### src/rtl/keccak_pkg.sv
// -----------------------------------------------------------------------------
// keccak_pkg
// Shared constants and types for the Keccak-p[1600] permutation sharing logic:
// the maximum round count, the round-count field width, the sequencer state
// encoding and a round-count validity helper.
// -----------------------------------------------------------------------------
package keccak_pkg;

  localparam int unsigned KECCAK_MAX_ROUNDS = 24;
  localparam int unsigned ROUND_W           = 5;
  localparam int unsigned STATE_W           = 3;

  // Sequencer states of the permutation arbiter
  typedef enum logic [STATE_W-1:0] {
    ST_IDLE    = 3'd0,
    ST_START   = 3'd1,
    ST_WAIT    = 3'd2,
    ST_RELEASE = 3'd3,
    ST_RECOVER = 3'd4
  } arb_state_e;

  // A round count is usable by the core only when it lies in 1..24
  function automatic logic rounds_ok(input logic [ROUND_W-1:0] rounds);
    return (rounds != '0) && (rounds <= ROUND_W'(KECCAK_MAX_ROUNDS));
  endfunction

endpackage

### src/rtl/keccak_perm_arbiter_rr_priority_pick.sv
// -----------------------------------------------------------------------------
// rr_priority_pick
// Combinational round-robin pick: finds the first asserted request at or above
// the pointer, wrapping modulo NUM_REQ.
//   req_i   : request vector
//   ptr_i   : highest-priority index (must be < NUM_REQ)
//   grant_o : one-hot winner, all zeros when nothing requests
//   idx_o   : index of the winner, 0 when nothing requests
// -----------------------------------------------------------------------------
module rr_priority_pick #(
  parameter int unsigned NUM_REQ = 4,
  parameter int unsigned SEL_W   = $clog2(NUM_REQ)
) (
  input  logic [NUM_REQ-1:0] req_i,
  input  logic [SEL_W-1:0]   ptr_i,
  output logic [NUM_REQ-1:0] grant_o,
  output logic [SEL_W-1:0]   idx_o
);

  logic             found;
  logic [SEL_W-1:0] cand;
  int unsigned      pos;

  // Walk the requests in priority order starting at the pointer
  always_comb begin
    found = 1'b0;
    idx_o = '0;
    cand  = '0;
    pos   = 0;
    for (int unsigned i = 0; i < NUM_REQ; i++) begin
      pos = 32'(ptr_i) + i;
      if (pos >= NUM_REQ) begin
        pos = pos - NUM_REQ;
      end
      cand = SEL_W'(pos);
      if (!found && req_i[cand]) begin
        found = 1'b1;
        idx_o = cand;
      end
    end
    grant_o = found ? (NUM_REQ'(1) << idx_o) : '0;
  end

endmodule

### src/rtl/keccak_perm_arbiter.sv
// -----------------------------------------------------------------------------
// keccak_perm_arbiter
// Round-robin arbiter/sequencer sharing one Keccak-p[1600] permutation core
// among NUM_REQ lanes, with a watchdog that resets a core that never finishes.
//   i_clk, i_rst_n       : clock, asynchronous active-low reset
//   i_req                : per-lane request level
//   i_num_rounds         : packed per-lane round counts, lane k at [5k+4:5k]
//   o_grant              : one-hot active lane
//   o_done / o_err       : per-lane completion / error pulses
//   o_busy               : sequencer not idle
//   o_core_start         : start pulse to the core
//   o_core_num_rounds    : latched round count of the granted lane
//   o_core_sel           : granted lane index (core state mux select)
//   o_core_rst           : recovery reset pulse to the core
//   i_core_done          : core completion pulse
// All outputs are registered and describe the state entered at each edge.
// -----------------------------------------------------------------------------
module keccak_perm_arbiter
  import keccak_pkg::*;
#(
  parameter int unsigned NUM_REQ = 4,
  parameter int unsigned SEL_W   = $clog2(NUM_REQ),
  parameter int unsigned TIMEOUT = 32
) (
  input  logic                       i_clk,
  input  logic                       i_rst_n,
  input  logic [NUM_REQ-1:0]         i_req,
  input  logic [ROUND_W*NUM_REQ-1:0] i_num_rounds,
  output logic [NUM_REQ-1:0]         o_grant,
  output logic [NUM_REQ-1:0]         o_done,
  output logic [NUM_REQ-1:0]         o_err,
  output logic                       o_busy,
  output logic                       o_core_start,
  output logic [ROUND_W-1:0]         o_core_num_rounds,
  output logic [SEL_W-1:0]           o_core_sel,
  output logic                       o_core_rst,
  input  logic                       i_core_done
);

  localparam int unsigned CNT_W = $clog2(TIMEOUT);

  arb_state_e         state_q, state_d;
  logic [SEL_W-1:0]   rr_q, rr_d;
  logic [SEL_W-1:0]   lane_q, lane_d;
  logic [ROUND_W-1:0] rounds_q, rounds_d;
  logic [CNT_W-1:0]   cnt_q, cnt_d;

  logic [NUM_REQ-1:0] grant_q, grant_d;
  logic [NUM_REQ-1:0] done_q, done_d;
  logic [NUM_REQ-1:0] err_q, err_d;
  logic               busy_q, busy_d;
  logic               start_q, start_d;
  logic [ROUND_W-1:0] core_rounds_q, core_rounds_d;
  logic [SEL_W-1:0]   core_sel_q, core_sel_d;
  logic               core_rst_q, core_rst_d;

  logic [NUM_REQ-1:0] pick_grant;
  logic [SEL_W-1:0]   pick_idx;
  logic [ROUND_W-1:0] pick_rounds;
  logic [NUM_REQ-1:0] lane_oh;

  rr_priority_pick #(
    .NUM_REQ (NUM_REQ),
    .SEL_W   (SEL_W)
  ) u_pick (
    .req_i   (i_req),
    .ptr_i   (rr_q),
    .grant_o (pick_grant),
    .idx_o   (pick_idx)
  );

  // Round count of the candidate lane
  always_comb begin
    pick_rounds = '0;
    for (int unsigned k = 0; k < NUM_REQ; k++) begin
      if (pick_idx == SEL_W'(k)) begin
        pick_rounds = i_num_rounds[k*ROUND_W +: ROUND_W];
      end
    end
  end

  // Pointer advance with wrap for non power-of-two lane counts
  function automatic logic [SEL_W-1:0] next_ptr(input logic [SEL_W-1:0] idx);
    return (idx == SEL_W'(NUM_REQ - 1)) ? '0 : idx + SEL_W'(1);
  endfunction

  // Next-state and next-output logic
  always_comb begin
    state_d       = state_q;
    rr_d          = rr_q;
    lane_d        = lane_q;
    rounds_d      = rounds_q;
    cnt_d         = cnt_q;
    grant_d       = '0;
    done_d        = '0;
    err_d         = '0;
    start_d       = 1'b0;
    core_rst_d    = 1'b0;

    unique case (state_q)
      ST_IDLE: begin
        if (|i_req) begin
          if (rounds_ok(pick_rounds)) begin
            lane_d   = pick_idx;
            rounds_d = pick_rounds;
            state_d  = ST_START;
          end else begin
            // Unusable round count: reject without touching the core
            err_d = pick_grant;
            rr_d  = next_ptr(pick_idx);
          end
        end
      end
      ST_START: begin
        cnt_d   = '0;
        state_d = ST_WAIT;
      end
      ST_WAIT: begin
        // Done has priority over an expiring watchdog
        if (i_core_done) begin
          state_d = ST_RELEASE;
        end else if (cnt_q == CNT_W'(TIMEOUT - 1)) begin
          state_d = ST_RECOVER;
        end else begin
          cnt_d = cnt_q + CNT_W'(1);
        end
      end
      ST_RELEASE: state_d = ST_IDLE;
      ST_RECOVER: state_d = ST_IDLE;
      default:    state_d = ST_IDLE;
    endcase

    lane_oh = NUM_REQ'(1) << lane_d;

    case (state_d)
      ST_START: begin
        grant_d = lane_oh;
        start_d = 1'b1;
      end
      ST_WAIT: grant_d = lane_oh;
      ST_RELEASE: begin
        grant_d = lane_oh;
        done_d  = lane_oh;
        rr_d    = next_ptr(lane_q);
      end
      ST_RECOVER: begin
        grant_d    = lane_oh;
        err_d      = lane_oh;
        core_rst_d = 1'b1;
        rr_d       = next_ptr(lane_q);
      end
      default: ;
    endcase

    busy_d        = (state_d != ST_IDLE);
    core_sel_d    = busy_d ? lane_d : '0;
    core_rounds_d = busy_d ? rounds_d : '0;
  end

  // State and output registers
  always_ff @(posedge i_clk or negedge i_rst_n) begin
    if (!i_rst_n) begin
      state_q       <= ST_IDLE;
      rr_q          <= '0;
      lane_q        <= '0;
      rounds_q      <= '0;
      cnt_q         <= '0;
      grant_q       <= '0;
      done_q        <= '0;
      err_q         <= '0;
      busy_q        <= 1'b0;
      start_q       <= 1'b0;
      core_rounds_q <= '0;
      core_sel_q    <= '0;
      core_rst_q    <= 1'b0;
    end else begin
      state_q       <= state_d;
      rr_q          <= rr_d;
      lane_q        <= lane_d;
      rounds_q      <= rounds_d;
      cnt_q         <= cnt_d;
      grant_q       <= grant_d;
      done_q        <= done_d;
      err_q         <= err_d;
      busy_q        <= busy_d;
      start_q       <= start_d;
      core_rounds_q <= core_rounds_d;
      core_sel_q    <= core_sel_d;
      core_rst_q    <= core_rst_d;
    end
  end

  assign o_grant           = grant_q;
  assign o_done            = done_q;
  assign o_err             = err_q;
  assign o_busy            = busy_q;
  assign o_core_start      = start_q;
  assign o_core_num_rounds = core_rounds_q;
  assign o_core_sel        = core_sel_q;
  assign o_core_rst        = core_rst_q;

endmodule

### config.mk
export PLATFORM = sky130hd
export DESIGN_NAME = keccak_perm_arbiter
export DESIGN_NICKNAME = d
export VERILOG_FILES = /design/src/rtl/keccak_pkg.sv /design/src/rtl/keccak_perm_arbiter_rr_priority_pick.sv /design/src/rtl/keccak_perm_arbiter.sv
export SDC_FILE = /design/constraint.sdc
export NUM_CORES = 1
export LEC_CHECK = 0
export BUFFER_PORTS_ARGS = -buffer_cell sky130_fd_sc_hd__buf_2
export CAP_MARGIN = 0
export CORE_MARGIN = 5
export CORE_UTILIZATION = 53
export CTS_CLUSTER_SIZE = 30
export DETAILED_ROUTE_END_ITERATION = 8
export PLACE_DENSITY = 0.86
export SYNTH_ARGS = -nofsm -noshare
export SYNTH_HDL_FRONTEND = slang
export SYNTH_SLANG_ARGS = --single-unit
### constraint.sdc
create_clock -name i_clk -period 5.16 [get_ports i_clk]
set_input_delay 1.548 -clock i_clk [delete_from_list [all_inputs] [get_ports i_clk]]
set_output_delay 1.548 -clock i_clk [all_outputs]
set_load 0.1 [all_outputs]
==> run metrics <==
outcome finished, final reports clean; Syn Nets 232; core box area 0.00366 mm^2; simple-gate share of the synthesized area 0.193; share of post-route cells with drive strength above 1 0.322; CTS sink count 39; max_cap viols 0; worst-margin pin slew 841 ps; Hold Path Class flip-flop to flip-flop; pre-CTS setup slack 410 ps; RR Startpoint rr_q[1]; Vias/cell 5.62; Worst Skew 1.87 ps; H-tree Lvls 2; Mapped Avg Cell Area 10.1 um^2; first-pass GRT wire length 7.72 mm; die area 0.00512 mm^2; antenna diode count 0; unrepaired setup endpoints after global routing no; fmax 0.223 GHz; gp weighted congestion 0.926; final setup fails 0; Fin Setup TNS 0 ps; num rows 22; multiplexer share of the synthesized area 0.0168; initial core utilization 0.548; Seq/Total Area, Yosys 0.486; Syn. warnings 0; adder-cell share of the synthesized area 0.0436; Fillers 301; Synth Area in Compound Gates 0.218; Max clock buf depth 2; Worst slew margin 0.440; Hold Path Origin rounds_q[2]; Crit Path Category primary input to flip-flop; worst-skew pair later-pin latency 290 ps; largest net degree at the start of global routing 40; Tcrit/Tclk final 0.869; Worst setup EP type flip-flop; CP max FO 10; I/O pins 49; hold_buf cts 0; min cycle time layout 4490 ps; DRT antenna net count 0; Routed WL per cell 14.7 um; Startpoint Class primary input; clock buffer count from CTS 5; Nets 288; Worst-path clk slew 70 ps; largest family of logic cells by synthesized area compound AO/OA/AOI/OAI gates; post-cts resize count 0; final wirelength 4.44 mm; Worst EP arrival 4660 ps; initial antenna violation count 0; final hold violation count 0; IO Port Bufs 48; cell area after synthesis 0.00201 mm^2; # DRC 0; Final Slew Violations 0; area grow syn2layout 21.7%; Cell variety after synth 45; vias in the first global route 1702; root buffer cell clkbuf_8; overflow left after global routing 0; setup ws final 675 ps; Cells after DPL 295; XOR/XNOR Fraction of Synth Area 0.00436; Starting DRT DRC Count 139; Post-CTS Setup Repair Bufs 0; Die Wd 71.5 um; CTS tree built; Final Non-Filler Cells 303; total track usage 0.188; synthesis-stage register bit count 39; CP startpoint i_req[3]; via count 1702; dpl hpwl 3.51 mm; Syn Inst Count 198; Chip Height 71.5 um; TritonRoute pass-1 iters 4; CP required 5340 ps
## per-stage QoR
step | util | hold slack, ps | area, um^2
2_1_floorplan | - | 446 | 2010
3_3_place_gp | 0.635 | 457 | 2320
3_5_place_dp | 0.635 | 479 | 2320
4_1_cts | 0.667 | 496 | 2440
5_1_grt | 0.667 | 515 | 2440
6_report | 0.667 | 491 | 2440
## logic make-up after synthesis
family,Yosys count
AO/OA/AOI/OAI,55
adder cells (fa/ha/maj),7
flip-flops,39
XOR/XNOR,1
AND/OR/NAND/NOR,74
multiplexers,3
buffers and inverters,19
## layout by cell type (no fill, tap or decap), drive strengths merged
master | synthesis | final
nor2 | 12 | 12
a211oi | 2 | 2
a221o | 5 | 5
buf | 1 | 52
a221oi | 4 | 4
nor3b | 1 | 1
or4 | 1 | 1
bufinv | 0 | 1
o22ai | 5 | 5
a311oi | 1 | 1
clkinv | 0 | 1
a211o | 1 | 1
clkbuf | 2 | 6
nor4 | 2 | 2
nand2 | 20 | 20
a21oi | 6 | 6
and2 | 2 | 2
nor2b | 3 | 3
a22o | 2 | 2
o22a | 4 | 4
or2 | 2 | 2
nand3 | 4 | 4
or2b | 1 | 1
and3 | 1 | 1
o21a | 2 | 2
o21ai | 17 | 17
dfrtp | 39 | 39
o221ai | 2 | 2
o32ai | 3 | 3
a21o | 1 | 1
mux2 | 3 | 3
ha | 7 | 7
inv | 16 | 16
or3 | 3 | 3
nor3 | 14 | 14
nand3b | 2 | 2
nand2b | 6 | 6
xor2 | 1 | 1
## worst paths after layout
kind	cells after the start	slack [ps]	to
setup / recovery	13	670	rounds_q[3]
hold / removal	2	490	o_core_num_rounds[2]
setup reg to reg	12	1520	rounds_q[3]
hold reg to reg	2	490	o_core_num_rounds[2]
max in group asynchronous	1	3270	rounds_q[3]
min in group asynchronous	1	1360	rr_q[0]
## Yosys cell counts, drive strengths merged
cell type / n / area, um^2
buf: 1 / 5.00
a311oi: 1 / 8.76
mux2: 3 / 33.8
or3: 3 / 18.8
or4: 1 / 8.76
o22a: 4 / 40.0
nand3: 4 / 20.0
a211oi: 2 / 20.0
nand3b: 2 / 15.0
nand2: 20 / 75.1
o21ai: 17 / 85.1
ha: 7 / 87.6
o221ai: 2 / 41.3
inv: 16 / 62.6
xor2: 1 / 8.76
nor4: 2 / 12.5
dfrtp: 39 / 976
and2: 2 / 12.5
nand2b: 6 / 37.5
or2b: 1 / 7.51
clkbuf: 2 / 7.51
nor2b: 3 / 21.3
a22o: 2 / 17.5
a221oi: 4 / 52.6
nor3: 14 / 85.1
a21o: 1 / 7.51
nor2: 12 / 45.0
nor3b: 1 / 7.51
o21a: 2 / 15.0
o22ai: 5 / 31.3
and3: 1 / 6.26
a211o: 1 / 8.76
o32ai: 3 / 26.3
a21oi: 6 / 30.0
or2: 2 / 15.0
a221o: 5 / 53.8
## routing by layer
metal	GRT usage	part of all wire	vias to the layer above
met1	0.240	0.44	805
met3	0.0463	0.068	4
met5	0	0	-
met2	0.315	0.48	59
li1	-	-	834
met4	0.0585	0.013	0
## critical path, stage by stage
cell and delay [ps]:
buf_2 120, nor2b_1 60, o21a_1 180, a311oi_1 340, inv_1 140, ha_1 270, or2_4 280, a221o_1 330
a221oi_4 440, nor3_2 120, nor3_1 260, buf_4 220, mux2_2 350
## area by class of cell
cell class / instances / area, um^2 / share of cell area
Tap cell: 48 / 60.1 / 0.0246
Timing Repair Buffer: 52 / 270 / 0.111
Multi-Input combinational cell: 140 / 956 / 0.391
Sequential cell: 39 / 976 / 0.400
Clock buffer: 6 / 82.6 / 0.0338
Inverter: 16 / 62.6 / 0.0256
Clock inverter: 2 / 35.0 / 0.0143
## sequential cells by signal, indices dropped and copies added, names as in the netlist
register / count
o_core_sel: 2
rr_q: 2
o_core_num_rounds: 5
o_core_rst: 1
rounds_q: 5
o_done: 4
o_err: 4
lane_q: 2
cnt_q: 5
o_busy: 1
state_q: 3
o_core_start: 1
o_grant: 4
Power is not shown: default switching activity piles up to over one toggle a cycle in this logic, so the estimate is an artifact.
